**src/rtl/pipe_chain_pkg.sv**
```systemverilog
// pipe_chain_pkg: shared types and helpers for the pipeline register chain.
//   stage_ctl_e         per-register command (load / hold / bubble / kill)
//   NOP_PAYLOAD_DEFAULT payload used for reset, bubbles and killed slots
//   sat_inc()           saturating increment for counters up to SAT_MAX_W bits
package pipe_chain_pkg;

   typedef enum logic [1:0] {
      LOAD   = 2'd0,
      HOLD   = 2'd1,
      BUBBLE = 2'd2,
      KILL   = 2'd3
   } stage_ctl_e;

   localparam int unsigned SAT_MAX_W = 64;

   localparam logic [SAT_MAX_W-1:0] NOP_PAYLOAD_DEFAULT = '0;

   // Increment i_val, saturating at 2^i_w-1. A shift of 64 yields 0, so the
   // subtraction wraps to all-ones and the full-width case needs no special path.
   function automatic logic [SAT_MAX_W-1:0] sat_inc(input logic [SAT_MAX_W-1:0] i_val,
                                                    input int unsigned          i_w);
      logic [SAT_MAX_W-1:0] w_max;
      w_max = (SAT_MAX_W'(1) << i_w) - SAT_MAX_W'(1);
      return (i_val >= w_max) ? i_val : i_val + SAT_MAX_W'(1);
   endfunction

endpackage

```
**src/rtl/pipe_stage_reg.sv**
```systemverilog
// pipe_stage_reg: one payload+valid pipeline register driven by a stage command.
//   clock, reset  clock and synchronous active-high reset
//   i_ctl         LOAD / HOLD / BUBBLE / KILL for this cycle
//   i_data        payload loaded on LOAD
//   i_valid       valid bit loaded on LOAD
//   o_data        registered payload (NOP_PAYLOAD after reset/bubble/kill)
//   o_valid       registered valid bit
module pipe_stage_reg
   import pipe_chain_pkg::*;
#(
   parameter int unsigned       WIDTH       = 64,
   parameter logic [WIDTH-1:0]  NOP_PAYLOAD = '0
) (
   input  logic             clock,
   input  logic             reset,
   input  stage_ctl_e       i_ctl,
   input  logic [WIDTH-1:0] i_data,
   input  logic             i_valid,
   output logic [WIDTH-1:0] o_data,
   output logic             o_valid
);

   logic [WIDTH-1:0] r_data;
   logic             r_valid;

   // Bubble and kill both leave an empty NOP slot; they differ only in accounting.
   always_ff @(posedge clock) begin
      if (reset) begin
         r_data  <= NOP_PAYLOAD;
         r_valid <= 1'b0;
      end else begin
         case (i_ctl)
            LOAD: begin
               r_data  <= i_data;
               r_valid <= i_valid;
            end
            HOLD: begin
               r_data  <= r_data;
               r_valid <= r_valid;
            end
            BUBBLE, KILL: begin
               r_data  <= NOP_PAYLOAD;
               r_valid <= 1'b0;
            end
            default: begin
               r_data  <= NOP_PAYLOAD;
               r_valid <= 1'b0;
            end
         endcase
      end
   end

   assign o_data  = r_data;
   assign o_valid = r_valid;

endmodule

```
**src/rtl/pipe_stage_chain.sv**
```systemverilog
// pipe_stage_chain: STAGES pipeline registers with uniform stall/flush handling.
//   clock, reset      clock and synchronous active-high reset
//   in_data/in_valid  next payload/valid per register (slice i = register i)
//   stall_req         bit j: consumer of register j cannot accept this cycle
//   flush_req         bit j: kill register j and every younger register
//   cnt_clear         synchronous clear of the hazard counters
//   out_data/out_valid registered payload/valid per register
//   occupancy         popcount of out_valid
//   stall_cycles, bubble_cycles, flush_cycles  saturating hazard counters
module pipe_stage_chain
   import pipe_chain_pkg::*;
#(
   parameter int unsigned      STAGES      = 4,
   parameter int unsigned      WIDTH       = 64,
   parameter logic [WIDTH-1:0] NOP_PAYLOAD = WIDTH'(NOP_PAYLOAD_DEFAULT),
   parameter int unsigned      CNT_W       = 32
) (
   input  logic                          clock,
   input  logic                          reset,
   input  logic [STAGES*WIDTH-1:0]       in_data,
   input  logic [STAGES-1:0]             in_valid,
   input  logic [STAGES-1:0]             stall_req,
   input  logic [STAGES-1:0]             flush_req,
   input  logic                          cnt_clear,
   output logic [STAGES*WIDTH-1:0]       out_data,
   output logic [STAGES-1:0]             out_valid,
   output logic [$clog2(STAGES+1)-1:0]   occupancy,
   output logic [CNT_W-1:0]              stall_cycles,
   output logic [CNT_W-1:0]              bubble_cycles,
   output logic [CNT_W-1:0]              flush_cycles
);

   localparam int unsigned OCC_W = $clog2(STAGES+1);

   logic [STAGES-1:0] w_freeze;
   logic [STAGES-1:0] w_kill;
   logic [STAGES-1:0] w_bubble;
   logic [OCC_W-1:0]  w_occ;

   logic [CNT_W-1:0]  r_stall_cnt;
   logic [CNT_W-1:0]  r_bubble_cnt;
   logic [CNT_W-1:0]  r_flush_cnt;

   // Suffix-OR from the oldest register down: a request at j affects all i <= j.
   always_comb begin : blk_prefix
      logic v_stall_acc;
      logic v_flush_acc;
      w_freeze    = '0;
      w_kill      = '0;
      v_stall_acc = 1'b0;
      v_flush_acc = 1'b0;
      for (int i = int'(STAGES) - 1; i >= 0; i--) begin
         v_stall_acc = v_stall_acc | stall_req[i];
         v_flush_acc = v_flush_acc | flush_req[i];
         w_freeze[i] = v_stall_acc;
         w_kill[i]   = v_flush_acc;
      end
   end

   // Register i bubbles when its younger neighbour is stalled but it is free to move.
   assign w_bubble = {stall_req[STAGES-2:0], 1'b0} & ~w_freeze & ~w_kill;

   for (genvar g = 0; g < STAGES; g++) begin : g_stage
      stage_ctl_e w_ctl;

      always_comb begin
         w_ctl = LOAD;
         if (w_kill[g])
            w_ctl = KILL;
         else if (w_freeze[g])
            w_ctl = HOLD;
         else if (w_bubble[g])
            w_ctl = BUBBLE;
      end

      pipe_stage_reg #(
         .WIDTH       (WIDTH),
         .NOP_PAYLOAD (NOP_PAYLOAD)
      ) u_reg (
         .clock   (clock),
         .reset   (reset),
         .i_ctl   (w_ctl),
         .i_data  (in_data[g*WIDTH +: WIDTH]),
         .i_valid (in_valid[g]),
         .o_data  (out_data[g*WIDTH +: WIDTH]),
         .o_valid (out_valid[g])
      );
   end

   // Hazard counters; clear wins over increment.
   always_ff @(posedge clock) begin
      if (reset || cnt_clear) begin
         r_stall_cnt  <= '0;
         r_bubble_cnt <= '0;
         r_flush_cnt  <= '0;
      end else begin
         if (|stall_req)
            r_stall_cnt  <= CNT_W'(sat_inc(SAT_MAX_W'(r_stall_cnt), CNT_W));
         if (|w_bubble)
            r_bubble_cnt <= CNT_W'(sat_inc(SAT_MAX_W'(r_bubble_cnt), CNT_W));
         if (|flush_req)
            r_flush_cnt  <= CNT_W'(sat_inc(SAT_MAX_W'(r_flush_cnt), CNT_W));
      end
   end

   assign stall_cycles  = r_stall_cnt;
   assign bubble_cycles = r_bubble_cnt;
   assign flush_cycles  = r_flush_cnt;

   // Occupancy follows the registered valid bits with no added latency.
   always_comb begin
      w_occ = '0;
      for (int i = 0; i < int'(STAGES); i++)
         w_occ = w_occ + OCC_W'(out_valid[i]);
   end

   assign occupancy = w_occ;

endmodule

```
**config.mk**
```make
export PLATFORM = sky130hd
export DESIGN_NAME = pipe_stage_chain
export DESIGN_NICKNAME = d
export VERILOG_FILES = /design/src/rtl/pipe_chain_pkg.sv /design/src/rtl/pipe_stage_reg.sv /design/src/rtl/pipe_stage_chain.sv
export SDC_FILE = /design/constraint.sdc
export NUM_CORES = 1
export LEC_CHECK = 0
export ABC_AREA = 1
export CORE_AREA = 5 5 245 247
export DETAILED_ROUTE_END_ITERATION = 10
export DIE_AREA = 0 0 250 252
export SKIP_LAST_GASP = 1
export SLEW_MARGIN = 10
export SYNTH_ARGS = -nofsm -noshare
export SYNTH_HDL_FRONTEND = slang
export SYNTH_SLANG_ARGS = --single-unit
```
**constraint.sdc**
```tcl
create_clock -name clock -period 1.6 [get_ports clock]
set_input_delay 0.24 -clock clock [delete_from_list [all_inputs] [get_ports clock]]
set_output_delay 0.24 -clock clock [all_outputs]
set_load 0.03 [all_outputs]
```
==> results of run 1 <==
-- state kept, by name, summed over array words and instances, names as in the netlist --
signal and count:
bubble_cycles 32, flush_cycles 32, g_stage.u_reg.o_data 256, g_stage.u_reg.o_valid 4, stall_cycles 32
-- kinds of logic (layout without fill, tap and decap cells) --
kind of cell	after synthesis	after routing	synth area share, %
AND/OR/NAND/NOR	1255	1256	33.5
other	0	9	0
flip-flops	356	356	45.8
AO/OA/AOI/OAI	342	342	11.5
adder cells (fa/ha/maj)	6	6	0.530
XOR/XNOR	43	43	2.42
buffers and inverters	224	1024	6.33
-- cell usage in the layout (no fill, tap or decap), types with 3 or more instances in the layout --
cell type,n
clkinv_2,7
xor2_1,25
dfxtp_1,261
nand3_2,6
xnor2_1,17
nand3_1,170
buf_2,69
clkbuf_16,53
buf_12,22
nor2_4,17
bufinv_16,3
clkdlybuf4s15_1,104
a21oi_2,46
clkdlybuf4s15_2,65
nor2_1,155
nand2_1,764
ha_4,5
clkbuf_8,13
dlygate4sd2_1,46
a21oi_1,286
o21ai_0,6
nor3_1,8
dfxtp_2,80
clkbuf_2,32
clkdlybuf4s50_1,268
nor2_2,34
buf_8,5
nand4_1,18
buf_4,214
dfxtp_4,15
clkbuf_1,10
inv_8,3
inv_1,80
inv_2,12
nand2_2,51
nand2_8,4
nand2_4,24
buf_6,10
diode_2,9
-- path summary, 6_finish.rpt --
path / from / to / slack, ns / cells past startpoint
min reg2reg: g_stage[1].u_reg.o_data[26]$_SDFFE_PP0P_ / g_stage[1].u_reg.o_data[26]$_SDFFE_PP0P_ / 0.46 / 2
min: stall_req[3] / g_stage[3].u_reg.o_valid$_SDFFE_PP0P_ / 0.15 / 4
max: g_stage[1].u_reg.o_valid$_SDFFE_PP0P_ / occupancy[1] / -0.72 / 6
max reg2reg: flush_cycles[8]$_SDFFE_PP0P_ / flush_cycles[23]$_SDFFE_PP0P_ / -0.08 / 11
-- timing repair --
item / 4_1_cts / 5_1_grt
setup endpoints to repair: 347 / 187
resized for setup: 794 / 280
cloned: 0 / 12
buffers inserted: 0 / 15
hold endpoints to repair: 6 / 0
pin swaps: 2 / 56
hold buffers: 1 / 0
-- worst max-delay path, delay by kind of cell (launching register included) --
family | cells | cell delay (ns)
flops | 1 | 0.33
buf+inv | 3 | 0.22
fa+ha+maj | 3 | 0.97
-- per-layer routing --
metal	global-route usage [%]	vias up	part of all wire (%)
met2	35.4	624	48
met4	7.36	18	4.0
met1	24.1	8282	39
li1	-	8690	-
met3	7.85	152	9.2
met5	0	-	0.21
-- where the power goes --
part | internal [mW] | switching, mW | total (mW)
Combinational | 0.880 | 0.807 | 1.69
Clock | 6.23 | 4.08 | 10.3
Sequential | 8.90 | 0.0357 | 8.94
Total | 16.0 | 4.92 | 20.9
-- layout make-up --
cell class / count / area [um^2]
diodes: 9 / 22.5
clock inverters: 13 / 173
multi-input cells: 1647 / 8080
fillers: 5740 / 31300
flip-flops and latches: 356 / 7280
repair buffers: 845 / 7820
clock buffers: 67 / 1330
well taps: 765 / 957
inverters: 97 / 404
repair inverters: 2 / 22.5
-- through the flow --
stage	setup slack [ns]	power (mW)	area (um^2)	instances	hold slack, ns
floorplan	-0.0313	9.69	15800	2226	0.381
global placement	-0.469	10.7	24000	3684	0.448
detailed placement	-0.487	10.7	24000	3684	0.450
CTS	-0.770	21.1	25200	3765	0.102
global route	-0.806	21.7	26100	3793	0.139
finish	-0.723	20.9	26100	3801	0.152
==> flow_summary.json, run 1 <==
{
  "wl_mm": 71.9,
  "dieArea_um2": 63000,
  "nNetsFinal": 3270,
  "finalHoldViolCount": 0,
  "final-max-slew-violation-count": 0,
  "dpl.hpwl_mm": 55.3,
  "cp_data_arrival_time_ns": 2.08,
  "layout_setup_ws_ns": -0.723,
  "synth_edf_count": 0,
  "leakage_nw": 10.1,
  "yosysTopAreaCellShare_pct": 45.8,
  "dr.pass1.iters": 5,
  "outcome": "finished with violations",
  "drive_gt1_share_pct": 26.6,
  "die_y_um": 252,
  "tightestPinTransition_ns": 0.691,
  "grt_max_degree": 109,
  "worstPathRequired_ns": 1.36,
  "antenna_found_initial": 17,
  "endpoint_kind": "output pin",
  "ir_drop_uv": 741,
  "pin_count": 630,
  "synthTopCellsByCount": "nand2_1, dfxtp_1, a21oi_1",
  "start_kind": "register",
  "setup-violations-final": 38,
  "cts_tree": "yes",
  "ys_ff_latch": 356,
  "vias_per_cell": 4.67,
  "synth_area_leader_cell": "dfxtp_1",
  "drtIter0Drc": 1068,
  "max_stage_delay_ns": 0.56,
  "overflow": 0,
  "failed_checks": "setup timing",
  "ctsHtreeMaxLevel": 2,
  "route.detailed.drc": 0,
  "cpMaxStageDelayCell": "fa_1",
  "cap_violations": 0,
  "synthCells": 2226,
  "fin_crit_ns": 2.32,
  "clock_path_buffers": 3,
  "final_core_util_pct": 45.5,
  "power_density_nw_per_um2": 802,
  "dieWidth_um": 250,
  "synth_cell_type_count": 26,
  "clock_sinks": 356,
  "path_class": "register to output pin",
  "worst_hold_path_type": "primary input to register",
  "ant_nets": 0,
  "grt_pass1_vias": 17000,
  "ys_async_sr_fraction_pct": 0,
  "syn_area_um2": 15600,
  "fin_crit_sh_pct": 145,
  "rsz0062_at_grt": "yes",
  "path_cells": "inv_2 > fa_1 > inv_2 > ha_4 > ha_4 > buf_6",
  "yosysMostFrequentCell": "nand2_1",
  "max_freq_ghz": 0.430,
  "wire_per_inst_um": 18.9,
  "synth_ff_type": "dfxtp_1",
  "synth_area_leaders": "dfxtp_1, nand2_1, a21oi_1",
  "slew_headroom_pct": 53.9,
  "row_count": 88,
  "gp_congestion": 0.927,
  "grt_pass1_wl_mm": 103,
  "cts_inserted_buffers": 44,
  "clkSlewWorstSetupHoldPaths_ns": 0.06,
  "syn_area_per_cell_um2": 7.00,
  "io_buffer_count": 629,
  "vias": 17800,
  "clock_latency_ns": 0.57,
  "synth_fp_nets": 2503,
  "start_util_pct": 27.1,
  "tns_ns": -3.10,
  "path_max_fanout": 2,
  "clockRootBuffer": "clkbuf_16",
  "clock_skew_ns": 0.0105,
  "yosysSeqAreaShare_pct": 45.8,
  "synthToLayoutAreaGrowth_pct": 67.6,
  "gr-usage-all-layers_pct": 20.8,
  "coreArea_um2": 57400,
  "yosys_warnings": 0
}
Note: power is estimated with default switching activity, not from simulation.
==> run 2: changes to the inputs <==
==> constraint.sdc (replaced) <==
create_clock -name clock -period 1.6 [get_ports clock]
set_input_delay 0.32 -clock clock [delete_from_list [all_inputs] [get_ports clock]]
set_output_delay 0.32 -clock clock [all_outputs]
set_load 0.03 [all_outputs]
==> flow_summary.json, run 2 (synthesized netlist as in run 1, its figures left out) <==
{
  "ant_nets": 0,
  "worst_hold_path_type": "primary input to register",
  "dr.pass1.iters": 5,
  "layout_commonest_cell": "nand2_1",
  "ir_drop_uv": 727,
  "grt_pass1_wl_mm": 103,
  "outcome": "finished with violations",
  "finalPower_mw": 20.5,
  "dieWidth_um": 250,
  "antenna_found_initial": 18,
  "clkSlewWorstSetupHoldPaths_ns": 0.06,
  "clock_skew_ns": 0.0128,
  "final_cell_mix": "nand2_1, a21oi_1, clkdlybuf4s50_1",
  "post-place-ws_ns": -0.719,
  "die_y_um": 252,
  "fin_crit_ns": 2.38,
  "layout_setup_ws_ns": -0.780,
  "slew_headroom_pct": 56.2,
  "cts_tree": "yes",
  "leakage_nw": 9.76,
  "cpMaxStageDelayCell": "fa_1",
  "rsz0062_at_grt": "yes",
  "drive_gt1_share_pct": 32.0,
  "fin_crit_sh_pct": 149,
  "pin_count": 630,
  "start_util_pct": 27.1,
  "worstPathRequired_ns": 1.28,
  "row_count": 88,
  "path_max_fanout": 2,
  "failed_checks": "setup timing",
  "wire_per_inst_um": 18.9,
  "drtIter0Drc": 909,
  "cap_violations": 0,
  "final_area_um2": 26400,
  "route.detailed.drc": 0,
  "place_area_um2": 24000,
  "dieArea_um2": 63000,
  "start_kind": "register",
  "power_density_nw_per_um2": 777,
  "wl_mm": 71.3,
  "final-max-slew-violation-count": 0,
  "nNetsFinal": 3244,
  "tightestPinTransition_ns": 0.658,
  "finalHoldViolCount": 0,
  "largest_reg_flops": 256,
  "grt_pass1_vias": 17000,
  "grt_max_degree": 60,
  "endpoint_kind": "output pin",
  "dpl.cell_count": 3653,
  "gr-usage-all-layers_pct": 20.5,
  "setup-violations-final": 40,
  "clock_path_buffers": 3,
  "coreArea_um2": 57400,
  "ctsHtreeMaxLevel": 2,
  "clockRootBuffer": "clkbuf_16",
  "vias_per_cell": 4.70,
  "overflow": 0,
  "final_core_util_pct": 46.1,
  "io_buffer_count": 629,
  "final_cells": 3775,
  "clock_latency_ns": 0.56,
  "path_cells": "inv_2 > fa_1 > inv_2 > ha_4 > ha_4 > buf_6",
  "max_stage_delay_ns": 0.56,
  "vias": 17700,
  "max_freq_ghz": 0.420,
  "cts_inserted_buffers": 42,
  "clock_sinks": 356,
  "cp_data_arrival_time_ns": 2.06,
  "gp_congestion": 0.904,
  "dpl.hpwl_mm": 54.5,
  "synthToLayoutAreaGrowth_pct": 69.7,
  "path_class": "register to output pin"
}
==> run 2: cell count changes in the layout (fill, tap and decap cells not counted), moves of 9 or more <==
cell / before / now
buf_12: 22 / 44
buf_2: 69 / 96
buf_4: 214 / 186
clkbuf_2: 32 / 0
clkbuf_4: 0 / 9
clkdlybuf4s15_1: 104 / 0
clkdlybuf4s15_2: 65 / 184
dlygate4sd2_1: 46 / 0
nand2_1: 764 / 750
==> run 2: cell type report <==
cell class                      count  area, um^2
Inverter                           97         407
Clock buffer                       62        1250
Tap cell                          765         957
Timing Repair Buffer              821        8070
Antenna cell                       10        25.0
Sequential cell                   356        7300
Multi-Input combinational cell   1646        8210
Timing Repair inverter              3        47.5
Fill cell                        5575       30900
Clock inverter                     15         166
==> run 2: worst max-delay path, delay by kind of cell, from the launching register on <==
family,cells,cell delay (ns)
fa+ha+maj,3,0.96
buf+inv,3,0.21
flops,1,0.33
==> run 2: per-stage QoR <==
stage	hold WS, ns	TNS [ns]
2_1_floorplan	0.453	-0.184
3_3_place_gp	0.448	-116.36
3_5_place_dp	0.453	-131.23
4_1_cts	0.138	-2.26
5_1_grt	0.161	-8.84
6_report	0.176	-3.29
==> run 2: final timing paths <==
path,to,cells past startpoint,startpoint,slack (ns)
max,occupancy[1],6,g_stage[1].u_reg.o_valid$_SDFFE_PP0P_,-0.78
min,g_stage[0].u_reg.o_data[61]$_SDFFE_PP0P_,3,reset,0.18
max reg2reg,bubble_cycles[3]$_SDFFE_PP0P_,10,bubble_cycles[5]$_SDFFE_PP0P_,-0.08
min reg2reg,g_stage[1].u_reg.o_data[22]$_SDFFE_PP0P_,2,g_stage[1].u_reg.o_data[22]$_SDFFE_PP0P_,0.46
==> run 2: power by group <==
| group | switching (mW) | internal (mW) |
|---|---|---|
| clock | 3.95 | 5.88 |
| combinational | 0.843 | 0.944 |
| sequential | 0.0358 | 8.89 |
==> run 2: routing by layer <==
metal | share of wire, % | global-route usage (%)
met1 | 38 | 23.4
met2 | 50 | 36.1
met3 | 8.3 | 7.14
met4 | 3.8 | 6.88
met5 | 0.14 | 0
==> run 2: repair_timing <==
| action | 4_1_cts | 5_1_grt |
|---|---|---|
| cloned | 0 | 13 |
| buffers inserted | 0 | 22 |
| resized for setup | 1124 | 318 |
| setup endpoints to repair | 412 | 180 |
| pin swaps | 1 | 69 |
| hold buffers | 0 | 0 |
==> run 3: changes to the inputs <==
- GPL_TIMING_DRIVEN: default -> 0
==> flow_summary.json, run 3 (synthesized netlist as in run 1, its figures left out) <==
{
  "multiInputGateArea_um2": 8490,
  "clkSlewWorstSetupHoldPaths_ns": 0.06,
  "final-max-slew-violation-count": 0,
  "drive_gt1_share_pct": 31.7,
  "tightestPinTransition_ns": 0.933,
  "layout_setup_ws_ns": -0.801,
  "fin_crit_ns": 2.40,
  "wl_mm": 75.2,
  "outcome": "finished with violations",
  "worstPathRequired_ns": 1.28,
  "routed-wl-met2_mm": 37.9,
  "wl_met1_mm": 27.9,
  "final_area_um2": 26000,
  "post-place-ws_ns": -1.56,
  "ant_nets": 0,
  "overflow": 0,
  "rsz0062_at_grt": "yes",
  "cpMaxStageDelayCell": "fa_1",
  "drtIter0Drc": 944,
  "fin_crit_sh_pct": 150,
  "failed_checks": "setup timing",
  "io_buffer_count": 628,
  "nFillCells": 5772,
  "ir_drop_uv": 771,
  "start_util_pct": 27.1,
  "pin_count": 630,
  "path_max_fanout": 2,
  "coreArea_um2": 57400,
  "clock_path_buffers": 3,
  "clock_latency_ns": 0.57,
  "layout_commonest_cell": "nand2_1",
  "vias_per_cell": 4.75,
  "start_kind": "register",
  "gr-usage-all-layers_pct": 22.1,
  "die_y_um": 252,
  "path_class": "register to output pin",
  "dpl.hpwl_mm": 58.8,
  "grt_pass1_vias": 17300,
  "max_stage_delay_ns": 0.55,
  "worst_hold_path_type": "primary input to register",
  "power_density_nw_per_um2": 816,
  "grt_pass1_wl_mm": 108,
  "grt_max_degree": 15,
  "place_area_um2": 23000,
  "leakage_nw": 9.93,
  "cap_violations": 0,
  "highest_layer": "met5",
  "wire_per_inst_um": 19.8,
  "antenna_found_initial": 17,
  "synthToLayoutAreaGrowth_pct": 67.0,
  "route.detailed.drc": 0,
  "path_cells": "inv_2 > fa_1 > inv_2 > ha_4 > ha_4 > buf_6",
  "gp_congestion": 0.971,
  "cp_data_arrival_time_ns": 2.08,
  "clock_skew_ns": 0.0121,
  "hold_buffers": 0,
  "final_cell_mix": "nand2_1, a21oi_1, clkdlybuf4s50_1",
  "cts_inserted_buffers": 45,
  "clockRootBuffer": "clkbuf_16",
  "max_freq_ghz": 0.416,
  "routed-wl-met3_mm": 6.08,
  "dr.pass1.iters": 5,
  "finalHoldViolCount": 0,
  "final_cells": 3791,
  "slew_headroom_pct": 37.8,
  "finalHoldWorstSlack_ns": 0.302,
  "row_count": 88,
  "final-seq-area_um2": 7380,
  "dieWidth_um": 250,
  "tns_ns": -5.52,
  "setup-violations-final": 42,
  "dieArea_um2": 63000,
  "ctsHtreeMaxLevel": 2,
  "nNetsFinal": 3265,
  "vias": 18000,
  "cts_tree": "yes",
  "dpl.cell_count": 3619,
  "clock_sinks": 356,
  "largest_reg_flops": 256,
  "endpoint_kind": "output pin"
}
[run 3: changes by cell type in the layout (fill, tap and decap cells not counted), moves of 10 or more]
| cell | before | now |
|---|---|---|
| buf_2 | 96 | 198 |
| buf_4 | 186 | 86 |
| clkbuf_1 | 8 | 60 |
| clkdlybuf4s15_2 | 184 | 147 |
| dfxtp_2 | 83 | 49 |
| dfxtp_4 | 19 | 51 |
| buf_12 | 44 | 13 |
| nand2_4 | 32 | 57 |
| clkbuf_2 | 0 | 17 |
| nand2_1 | 750 | 733 |
| nor2_4 | 23 | 37 |
| nor2_1 | 151 | 141 |
[run 3: cell type report]
type | count | share of cell area (%)
Tap cell | 765 | 3.68
Clock buffer | 61 | 4.91
Clock inverter | 18 | 0.953
Timing Repair inverter | 1 | 0.0337
Timing Repair Buffer | 720 | 25.0
Antenna cell | 6 | 0.0578
Buffer | 121 | 2.80
Inverter | 97 | 1.52
Multi-Input combinational cell | 1646 | 32.6
Sequential cell | 356 | 28.4
[run 3: power breakdown]
group	internal [mW]	total, mW	switching (mW)
Clock	6.41	10.5	4.14
Sequential	8.84	8.88	0.0375
Combinational	0.899	1.79	0.894
[run 3: worst paths after layout]
path                                           startpoint                                        to  slack, ns  depth (start not counted)
hold / removal                               in_data[143]  g_stage[2].u_reg.o_data[15]$_SDFFE_PP0P_       0.30                          3
hold reg to reg   g_stage[0].u_reg.o_data[3]$_SDFFE_PP0P_   g_stage[0].u_reg.o_data[3]$_SDFFE_PP0P_       0.46                          2
setup / recovery    g_stage[1].u_reg.o_valid$_SDFFE_PP0P_                              occupancy[1]      -0.80                          6
setup reg to reg            flush_cycles[16]$_SDFFE_PP0P_             flush_cycles[28]$_SDFFE_PP0P_      -0.14                         11
[run 3: per-layer routing]
| metal | vias up | track usage (%) |
|---|---|---|
| met5 | - | 0 |
| met4 | 22 | 8.55 |
| met3 | 171 | 7.01 |
| met2 | 645 | 40.0 |
| met1 | 8465 | 24.2 |
| li1 | 8698 | - |
[run 3: critical path, delay by kind of cell (launching register included)]
kind,cells,cell delay (ns)
adders and majority gates,3,0.96
DFF,1,0.33
buffers and inverters,3,0.22
[run 3: metrics by stage]
stage	total power, mW	utilization, %
after detailed placement	10.7	40.2
after CTS	21.5	43.7
after floorplan	9.69	-
final	21.2	45.3
after global placement	10.7	40.2
after global routing	22.0	45.3
[run 3: timing repair]
| action | CTS | global route |
|---|---|---|
| gates resized for setup | 1597 | 350 |
| buffers inserted | 43 | 45 |
| endpoints found under the setup margin | 632 | 378 |
| cloned | 6 | 3 |
| pin swaps | 46 | 74 |
